File: config.mk
export PLATFORM = sky130hd
export DESIGN_NAME = char_scroll
export DESIGN_NICKNAME = d
export VERILOG_FILES = /design/src/rtl/char_scroll_pkg.sv /design/src/rtl/seg_decode.sv /design/src/rtl/char_scroll.sv
export SDC_FILE = /design/constraint.sdc
export NUM_CORES = 1
export LEC_CHECK = 0
export ABC_AREA = 1
export CAP_MARGIN = 20
export CORE_ASPECT_RATIO = 0.9
export CORE_MARGIN = 2
export CORE_UTILIZATION = 35
export CTS_CLUSTER_SIZE = 8
export DETAILED_ROUTE_END_ITERATION = 10
export MAX_ROUTING_LAYER = met4
export PLACE_DENSITY_LB_ADDON = 0.1
export RECOVER_POWER = 50
export SKIP_CTS_REPAIR_TIMING = 1
export SYNTH_ARGS = -nofsm -noshare
export SYNTH_HDL_FRONTEND = slang
export SYNTH_HIERARCHICAL = 1
export SYNTH_SLANG_ARGS = --single-unit
File: constraint.sdc
create_clock -name Clock -period 2.15 [get_ports Clock]
set_input_delay 0.5375 -clock Clock [delete_from_list [all_inputs] [get_ports Clock]]
set_output_delay 0.5375 -clock Clock [all_outputs]
set_load 0.01 [all_outputs]
File: src/rtl/char_scroll_pkg.sv
// +----------------------------------------------------------------------------+
// | char_scroll_pkg : shared widths, character codes, segment patterns, slot   |
// | Revision: 1.0                                                              |
// +----------------------------------------------------------------------------+
`default_nettype none

package char_scroll_pkg;

  localparam int CODE_W     = 3;
  localparam int NUM_DIGITS = 4;

  localparam logic [CODE_W-1:0] CODE_H = 3'd0;
  localparam logic [CODE_W-1:0] CODE_E = 3'd1;
  localparam logic [CODE_W-1:0] CODE_L = 3'd2;
  localparam logic [CODE_W-1:0] CODE_O = 3'd3;

  // Active-low, bit order g f e d c b a
  localparam logic [6:0] SEG_H     = 7'b0001001;
  localparam logic [6:0] SEG_E     = 7'b0000110;
  localparam logic [6:0] SEG_L     = 7'b1000111;
  localparam logic [6:0] SEG_O     = 7'b1000000;
  localparam logic [6:0] SEG_BLANK = 7'b1111111;

  typedef struct packed {
    logic              blank;
    logic [CODE_W-1:0] code;
  } slot_t;

  localparam slot_t SLOT_BLANK = '{blank: 1'b1, code: '0};

endpackage

`default_nettype wire

File: src/rtl/seg_decode.sv
// +----------------------------------------------------------------------------+
// | seg_decode : one display slot to active-low 7-segment pattern              |
// | Revision: 1.0                                                              |
// +----------------------------------------------------------------------------+
`default_nettype none

module seg_decode
  import char_scroll_pkg::*;
(
  input  slot_t      i_slot,
  output logic [6:0] o_seg
);

  always_comb begin
    o_seg = SEG_BLANK;
    if (!i_slot.blank) begin
      case (i_slot.code)
        CODE_H:  o_seg = SEG_H;
        CODE_E:  o_seg = SEG_E;
        CODE_L:  o_seg = SEG_L;
        CODE_O:  o_seg = SEG_O;
        default: o_seg = SEG_BLANK;
      endcase
    end
  end

endmodule

`default_nettype wire

File: src/rtl/char_scroll.sv
// +----------------------------------------------------------------------------+
// | char_scroll : 4-digit character buffer with load and timed left scroll     |
// | Option: CHAR_SCROLL_LOOP_EN makes the scroll circular instead of blanking  |
// | Revision: 1.0                                                              |
// +----------------------------------------------------------------------------+
`default_nettype none

module char_scroll
  import char_scroll_pkg::*;
#(
  parameter int TICK_DIV = 25000000
) (
  input  logic              Clock,
  input  logic              Reset,
  input  logic [CODE_W-1:0] D,
  input  logic              Load,
  input  logic              Run,
  output logic [6:0]        HEX3,
  output logic [6:0]        HEX2,
  output logic [6:0]        HEX1,
  output logic [6:0]        HEX0,
  output logic              Tick
);

  localparam int CNT_W = (TICK_DIV > 2) ? $clog2(TICK_DIV) : 1;

  slot_t [NUM_DIGITS-1:0] r_buf;
  logic  [CNT_W-1:0]      r_cnt;

  logic       w_term;
  logic       w_step;
  slot_t      w_load_slot;
  slot_t      w_fill;
  logic [6:0] w_seg [NUM_DIGITS];

  assign w_term      = (r_cnt == CNT_W'(TICK_DIV - 1));
  // Load wins over a coinciding scroll step; the counter wraps regardless
  assign w_step      = Run && w_term && !Load;
  assign Tick        = w_step && !Reset;
  assign w_load_slot = '{blank: 1'b0, code: D};

`ifdef CHAR_SCROLL_LOOP_EN
  assign w_fill = r_buf[NUM_DIGITS-1];
`else
  assign w_fill = SLOT_BLANK;
`endif

  always_ff @(posedge Clock) begin
    if (Reset) begin
      r_buf <= {NUM_DIGITS{SLOT_BLANK}};
      r_cnt <= '0;
    end else begin
      if (Run) begin
        r_cnt <= w_term ? '0 : r_cnt + 1'b1;
      end
      if (Load) begin
        r_buf <= {r_buf[NUM_DIGITS-2:0], w_load_slot};
      end else if (w_step) begin
        r_buf <= {r_buf[NUM_DIGITS-2:0], w_fill};
      end
    end
  end

  for (genvar k = 0; k < NUM_DIGITS; k++) begin : g_digit
    seg_decode u_dec (
      .i_slot (r_buf[k]),
      .o_seg  (w_seg[k])
    );
  end

  assign HEX0 = w_seg[0];
  assign HEX1 = w_seg[1];
  assign HEX2 = w_seg[2];
  assign HEX3 = w_seg[3];

endmodule

`default_nettype wire

Word-level counts from Yosys, hierarchy flattened --
Cells that the tools add are included. W data, S select, Z words.
Word-level totals: input bits 7, logic and storage cells 44, output and inout port bits 29, register bits after elaboration 41
Operators by class: add/subtract/negate cells 1, reduce and logical (&&, ||, !) cells 10, muxes and demuxes 11, equal/unequal tests 13
Operators with widths (count):
- $pmux W7 S4 | 4
- $mux W16 | 2
- $mux W7 | 4
- $add A25 B1 Y25 const B | 1
- $eq A25 B25 Y1 const B | 1
- $mux W25 | 1
- $eq A3 B2 Y1 const B | 8
- $eq A3 B1 Y1 const B | 4
- $logic_not A3 Y1 | 4
- $logic_and A1 B1 Y1 | 3
- $logic_not A1 Y1 | 2
- $reduce_bool A2 Y1 | 1

Longest topological paths before layout --
Gate-level depths: netlist of run 1.
depth after elaboration 5, depth in mapped cells 10, depth with buffers taken out 10

By module --
Netlist of run 1, hierarchy kept.
Modules (own cells, without submodules):
- char_scroll | times used 1, area an instance 2085.8 µm², cells an instance 301, seq. area each 820.8 µm²
- seg_decode | times used 4, area an instance 66.3 µm², cells an instance 13, seq. area each 0.0 µm²

Least setup slack after synthesis of run 1 --
Ideal clock, no wire load.
path type input to output, start point in Run, end point out Tick, stages on the path 8, arrival time 1.455 ns, path buffers 2, setup slack 0.158 ns, data required time 1.612 ns, path through buf_4 nand2_1 nor2_1 nand2_1 nor2_4 nand2_4 buf_6 nor3_1
On the way: word-level cells in the longest chain between the ends 3
Ends and longest elaborated chain:
- start, declared | RTL line char_scroll.sv:17 | input logic Run,
- $logic_and A1 B1 Y1 (2 in series) | RTL line char_scroll.sv:38 | assign w_step = Run && w_term && !Load;
- $logic_and A1 B1 Y1 | RTL line char_scroll.sv:39 | assign Tick = w_step && !Reset;
- end, declared | RTL line char_scroll.sv:22 | output logic Tick
No other way between the ends.

Worst setup path after layout of run 1 --
start point reg r_cnt[0], end point out Tick
On the way: word-level cells in the longest chain between the ends 4
Ends and longest elaborated chain:
- start, declared | RTL line char_scroll.sv:28 | logic [CNT_W-1:0] r_cnt;
- start signal, assigned | RTL line char_scroll.sv:54 | r_cnt <= w_term ? '0 : r_cnt + 1'b1;
- $eq A25 B25 Y1 | RTL line char_scroll.sv:36 | assign w_term = (r_cnt == CNT_W'(TICK_DIV - 1));
- $logic_and A1 B1 Y1 (2 in series) | RTL line char_scroll.sv:38
- $logic_and A1 B1 Y1 | RTL line char_scroll.sv:39
No other way between the ends.

==> results.txt, run 1 <==
status: completed
met3 Use GR: 0.0294
Worst-Margin Slew: 0.339 ns
skew final: 0.00788 ns
PortBufs: 35
CP startpoint kind: register
register area share after synthesis: 0.349
critical path class: reg -> out
Worst EP required: 1.61 ns
pwr dens: 494 nW/um2
Critical R2R Launch: r_cnt[0]
Vias/cell: 4.31
htree depth: 2
largest net degree at the start of global routing: 26
detailed-route via count: 2218
CTS tree: yes
Yosys top cell area share: 0.349
global-route usage over all layers: 0.162
fin crit share: 0.971
Final Critical Period: 2.09 ns
Most used DFF post-synth: dfxtp_1
# nets final: 432
CTS Root Cell: clkbuf_8
Clk Latency, worst-skew pair: 0.30 ns
worst hold start: r_buf[3]
worst min path class: reg -> reg
final core utilization: 0.482
mux cell area share after synthesis: 0
post-synthesis adder-cell area fraction: 0.00532
area of the die: 7390 um2
Hold Vio Cnt, Final: 0
core box area: 6550 um2
Syn Inst Count: 353
ranking of synthesized cells by area: dfxtp_1, nand2_1, inv_1
clk slew on worst S/H paths: 0.09 ns
pre-CTS setup slack: -0.634 ns
Synth Area in XOR/XNOR: 0.0335
Routed WL: 5.56 mm
routing usage on met1: 0.225
Sink Count: 41
fin cells: 515
Ports: 36
Highest Clock Rate: 0.479 GHz
CTS Buffer Depth: 2
flops & latches, synth: 41
final setup vio count: 0
first-pass GRT wire length: 9.25 mm
Max Slew Vio Count: 0
Worst EP arrival: 1.55 ns
mapped cell area: 2350 um2
row count: 28
GR Overflow Total: 0
syn_nets: 361
die width: 90.4 um
CTS Buf Count: 5
Max-Cap Viols: 0
Routed wire per std cell: 10.8 um
Synth Area in Compound Gates: 0.0468
Synth area leader: dfxtp_1
Final GP Congestion: 0.860
Synth cell types: 30
Worst VDD drop: 0.239 mV
vias in the first global route: 1999
RSZ-0062 raised after global routing: yes
placed cell area: 3040 um2
Leak: 0.00142 uW
number of flops mapped to enable cells by yosys: 0
largest family of logic cells by synthesized area: simple AND/OR/NAND/NOR gates
drt initial violations: 95
Syn Area/Cell: 6.66 um2
count leader, synth: nand2_1
Commonest cells post-synth: nand2_1, inv_1, nor2_1
Post-synth ARST share: 0
fin worst setup slack: 0.0616 ns
layout cell share with drive strength beyond 1: 0.221
M2 GR Usage: 0.241
Starting Density: 0.359
Cell Count Post-Placement: 507
antenna violations before repair: 0
Syn-to-layout area delta: 34.4%
fin area: 3160 um2
DP Wirelength: 4.29 mm
first-pass iteration count of the detailed router: 4
CP endpoint kind: output port
setup_tns: 0 ns
Die Span Y: 81.8 um
Post-Synth Simple-Gate Area: 0.428
Inserted Diodes: 0
launch point of the critical path: r_cnt[0]
busiest grt layer: met2
Slew Limit Headroom: 0.772
Ys Warns: 6
Routed Antenna Nets: 0
DRC: 0
maximum fanout along the worst path: 2
==> path summary, 6_finish.rpt <==
check,to,cells after the start,slack [ns]
worst max-delay path,Tick,8,0.06
worst min-delay path,r_buf[7],2,0.53
worst max register to register,r_cnt[16],10,0.54
worst min register to register,r_buf[7],2,0.53
==> through the flow <==
stage	total power (uW)	hold slack, ns
final	1560	0.533
after global routing	1640	0.570
after CTS	1570	0.535
after detailed placement	1060	0.514
after global placement	1060	0.508
after floorplan	959	0.456
==> per-layer routing <==
metal	share of wire	up-vias
li1	-	1220
met1	0.54	949
met2	0.40	44
met3	0.045	5
met4	0.010	0
met5	0	-
==> kinds of logic after synthesis <==
group | count (synthesis)
buf+inv | 71
xor+xnor | 9
flops | 41
fa+ha+maj | 1
compound gates | 21
simple gates | 210
==> layout by cell type (no fill, tap or decap), types with 2 or more instances in the layout <==
cell	instances
nor2_1	45
nand3b_1	2
inv_2	2
o21ai_0	6
clkdlybuf4s50_1	33
dfxtp_1	38
nand3_1	24
nand2_1	93
a21oi_1	13
nor3_1	6
nor2_4	9
nand4_1	4
nand3_2	7
inv_1	51
nor2_2	7
nand2_2	8
buf_4	46
dfxtp_2	3
clkinv_2	2
xnor2_1	3
clkbuf_8	5
xor2_1	6
==> worst max-delay path: stages (launching register included) <==
cell     delay (ns)
dfxtp_2        0.36
ha_4           0.14
inv_1          0.04
nor2_1         0.09
nand2_1        0.06
nor2_2         0.15
nand2_4        0.07
nor3_4         0.20
buf_6          0.13
==> layout make-up <==
| class | count | area [um2] |
|---|---|---|
| Inverter | 54 | 203 |
| Clock buffer | 5 | 68.8 |
| Fill cell | 698 | 3390 |
| Clock inverter | 3 | 17.5 |
| Multi-Input combinational cell | 241 | 1230 |
| Sequential cell | 41 | 825 |
| Tap cell | 90 | 113 |
| Timing Repair Buffer | 81 | 699 |
==> flip-flops by register name, summed over array words and instances (netlist names) <==
register	count
r_buf	16
r_cnt	25
==> power by group <==
| part | internal [uW] | switching (uW) | total (uW) |
|---|---|---|---|
| sequential | 783 | 25.2 | 808 |
| combinational | 121 | 115 | 236 |
| clock | 225 | 291 | 516 |
| total | 1130 | 431 | 1560 |
Power figures use the tool's default switching activity.
==> run 2: changes to the inputs <==
--- a/config.mk
+++ b/config.mk
@@ -18,5 +18,4 @@
 export SKIP_CTS_REPAIR_TIMING = 1
 export SYNTH_ARGS = -nofsm -noshare
 export SYNTH_HDL_FRONTEND = slang
-export SYNTH_HIERARCHICAL = 1
 export SYNTH_SLANG_ARGS = --single-unit
==> constraint.sdc (replaced) <==
create_clock -name Clock -period 1.9 [get_ports Clock]
set_input_delay 0.475 -clock Clock [delete_from_list [all_inputs] [get_ports Clock]]
set_output_delay 0.475 -clock Clock [all_outputs]
set_load 0.01 [all_outputs]
==> run 2 against run 1 <==
The flow now finishes with violations (negative setup slack). Clock power up 43%. Via count up 6.4%. Hold slack worse by 0.059 ns. Critical path depth down 1. Global-route usage up 0.64 points. Routed wire length up 5.5%. Core utilization up 1.5 points. Sequential power up 13%. Count of clock-buffer cells in the layout unchanged. Flip-flop and latch count unchanged. Sequential share of layout area down 0.30 points. Non-clock buffer count up 5. Critical path type unchanged. Largest power group unchanged.
==> results.txt, run 2 <==
mapped cell area: 2360 um2 (was 2350 um2)
PortBufs: 35 (unchanged)
Final GP Congestion: 0.845 (was 0.860)
Synth Area in XOR/XNOR: 0.0334 (was 0.0335)
post-synthesis adder-cell area fraction: 0.00531 (was 0.00532)
CTS Buffer Depth: 2 (unchanged)
Crit path largest cell delay: 0.34 ns (was 0.36 ns)
Routed WL: 5.87 mm (was 5.56 mm)
skew final: 0.0163 ns (was 0.00788 ns)
GR Overflow Total: 0 (unchanged)
Post-synth ARST share: 0 (unchanged)
critical path's top delay family: simple AND/OR/NAND/NOR gates (unchanged)
ranking of synthesized cells by area: dfxtp_1, nand2_1, nor2_1 (was dfxtp_1, nand2_1, inv_1)
Sw Ratio: 0.257 (was 0.277)
layout cell share with drive strength beyond 1: 0.219 (was 0.221)
Top Registers: r_cnt (25), r_buf (16) (unchanged)
Yosys top cell area share: 0.348 (was 0.349)
vias in the first global route: 2155 (was 1999)
die width: 90.5 um (was 90.4 um)
Synth Area in Compound Gates: 0.0552 (was 0.0468)
Slowest cell on crit path: dfxtp_1 (was dfxtp_2)
Inserted Diodes: 0 (unchanged)
Vias/cell: 4.46 (was 4.31)
fin worst setup slack: -0.0146 ns (was 0.0616 ns)
Pwr Total: 1900 uW (was 1560 uW)
CP endpoint kind: output port (unchanged)
largest family of logic cells by synthesized area: simple AND/OR/NAND/NOR gates (unchanged)
syn_nets: 368 (was 361)
CTS Root Cell: clkbuf_8 (unchanged)
# nets final: 446 (was 432)
Final Critical Period: 1.91 ns
Worst VDD drop: 0.299 mV (was 0.239 mV)
Max Slew Vio Count: 0 (unchanged)
Worst EP required: 1.42 ns (was 1.61 ns)
Biggest register: r_cnt (unchanged)
r2r setup slk: 0.21 ns (was 0.54 ns)
Routed wire per std cell: 11.1 um (was 10.8 um)
first-pass iteration count of the detailed router: 4 (unchanged)
Syn Area/Cell: 6.55 um2 (was 6.66 um2)
Ys Warns: 0 (was 6)
launch point of the critical path: r_cnt[20] (was r_cnt[0])
count leader, synth: nand2_1 (unchanged)
global-route usage over all layers: 0.169 (was 0.162)
Critical R2R Launch: r_cnt[20] (was r_cnt[0])
final setup vio count: 1 (was 0)
worst min path class: reg -> reg (unchanged)
DRC: 0 (unchanged)
critical path cell sequence: nand2_1 > nor2_1 > nand2_1 > nor2_2 > nand2_4 > nor3_2 > buf_2 (was ha_4 > inv_1 > nor2_1 > nand2_1 > nor2_2 > nand2_4 > nor3_4 > buf_6)
Most used DFF post-synth: dfxtp_1 (unchanged)
CP dominant cell by count: nand2_1
Cell Count Post-Placement: 521 (was 507)
fillers: 688 (was 698)
failing checks: negative setup slack
Worst-Margin Slew: 0.332 ns (was 0.339 ns)
Clk Latency, worst-skew pair: 0.30 ns (about the same)
flops & latches, synth: 41 (unchanged)
core box area: 6550 um2 (unchanged)
number of flops mapped to enable cells by yosys: 0 (unchanged)
CP startpoint kind: register (unchanged)
commonest non-fill, non-tap cell in the layout: nand2_1 (unchanged)
CTS Buf Count: 5 (unchanged)
Starting Density: 0.360 (was 0.359)
buffer and inverter count on the worst path: 1 (was 2)
status: complete, but fails checks (was completed)
mux cell area share after synthesis: 0 (unchanged)
fin cells: 529 (was 515)
DP Wirelength: 4.44 mm (was 4.29 mm)
area of the die: 7410 um2 (was 7390 um2)
Syn Inst Count: 360 (was 353)
Ports: 36 (unchanged)
clock share of power: 0.387 (was 0.330)
drt initial violations: 87 (was 95)
first-pass GRT wire length: 9.72 mm (was 9.25 mm)
row count: 28 (unchanged)
Slew Limit Headroom: 0.778 (was 0.772)
most frequent cells in the layout: nand2_1, nor2_1, inv_1 (was nand2_1, inv_1, buf_4)
detailed-route via count: 2360 (was 2218)
fin crit share: 1.01
Synth cell types: 28 (was 30)
Hold Vio Cnt, Final: 0 (unchanged)
RSZ-0062 raised after global routing: yes (unchanged)
antenna violations before repair: 0 (unchanged)
Int Pwr: 1410 uW (was 1130 uW)
max reg flops: 25 (unchanged)
sequential power share: 0.482 (was 0.518)
Routed Antenna Nets: 0 (unchanged)
Synth area leader: dfxtp_1 (unchanged)
maximum fanout along the worst path: 2 (unchanged)
clk slew on worst S/H paths: 0.09 ns (about the same)
Leak: 0.00153 uW (was 0.00142 uW)
CTS tree: yes (unchanged)
Highest Clock Rate: 0.522 GHz
Logic pwr share: 0.131 (was 0.152)
pwr dens: 584 nW/um2 (was 494 nW/um2)
htree depth: 2 (unchanged)
Syn-to-layout area delta: 38.1% (was 34.4%)
worst hold start: r_buf[3] (unchanged)
critical path class: reg -> out (unchanged)
Max-Cap Viols: 0 (unchanged)
Sink Count: 41 (unchanged)
Commonest cells post-synth: nand2_1, nor2_1, inv_1 (was nand2_1, inv_1, nor2_1)
Post-Synth Simple-Gate Area: 0.421 (was 0.428)
worst hold margin: 0.475 ns (was 0.533 ns)
net switching power: 488 uW (was 431 uW)
largest net degree at the start of global routing: 28 (was 26)
Worst EP arrival: 1.44 ns (was 1.55 ns)
register area share after synthesis: 0.348 (was 0.349)
Die Span Y: 81.9 um (was 81.8 um)
## run 2: cell count changes after synthesis, moves of 2 or more
cell     before  now
nor2_1       46   66
nand2_1      93   76
nand4_1       4   11
nor2_4        9    3
inv_1        51   56
nand3_1      24   29
nand2_2       8    5
nor3_2        0    3
a21oi_1      13   15
nand3_2       7    5
nor2_2        6    4
nor3_1        7    5
o21ai_0       6    8
or2_2         0    2
## run 2: power groups by stage
stage          Combinational (uW)  Clock [uW]  Sequential [uW]
2_1_floorplan                 138           0              923
3_3_place_gp                  256           0              927
3_5_place_dp                  256           0              928
4_1_cts                       258         762              908
5_1_grt                       277         792              921
6_report                      248         736              916
## run 2: path summary, 6_finish.rpt
check                                end  depth (start not counted)
worst max-delay path                Tick                          7
worst min-delay path            r_buf[7]                          2
worst max register to register  r_cnt[0]                          9
worst min register to register  r_buf[7]                          2
## run 2: layer usage
| layer | wire, um | GRT usage | vias to the layer above | share of wire |
|---|---|---|---|---|
| met4 | 70 | 0.0585 | 0 | 0.012 |
| li1 | - | - | 1263 | - |
| met5 | 0 | - | - | 0 |
| met1 | 3010 | 0.226 | 1040 | 0.51 |
| met3 | 268 | 0.0330 | 8 | 0.046 |
| met2 | 2520 | 0.257 | 49 | 0.43 |
## run 2: cell families (layout without fill, tap and decap cells)
kind of cell | count (synthesis) | in the layout
AOI/OAI and AO/OA | 25 | 25
xor gates and xnor gates | 9 | 9
adders and majority gates | 1 | 1
buffers and inverters | 72 | 151
DFF | 41 | 41
and+or+nand+nor | 212 | 212
## run 2: stage by stage
step / utilization / setup slack (ns) / instance area (um2) / setup TNS (ns)
after floorplan: - / 0.237 / 2360 / 0
after global placement: 0.474 / -0.674 / 3110 / -5.55
after detailed placement: 0.474 / -0.654 / 3110 / -5.49
after CTS: 0.492 / -0.672 / 3220 / -3.52
after global routing: 0.497 / -0.119 / 3260 / -0.124
final: 0.497 / -0.0146 / 3260 / -0.0146
## run 2: layout make-up
class | instances | area, um2 | area share
Tap cell | 90 | 113 | 0.0346
Timing Repair Buffer | 86 | 752 | 0.231
Clock buffer | 5 | 68.8 | 0.0211
Clock inverter | 3 | 46.3 | 0.0142
Multi-Input combinational cell | 247 | 1220 | 0.375
Sequential cell | 41 | 840 | 0.258
Inverter | 57 | 214 | 0.0657
## run 2: worst reg2reg max path: stages, from the launching register on
cell	delay [ns]
dfxtp_1	0.34
nand2_1	0.09
nor2_1	0.17
nand2_1	0.09
nor2_2	0.14
nand2_4	0.06
buf_4	0.23
nand2_1	0.17
clkbuf_2	0.22
a21oi_1	0.06
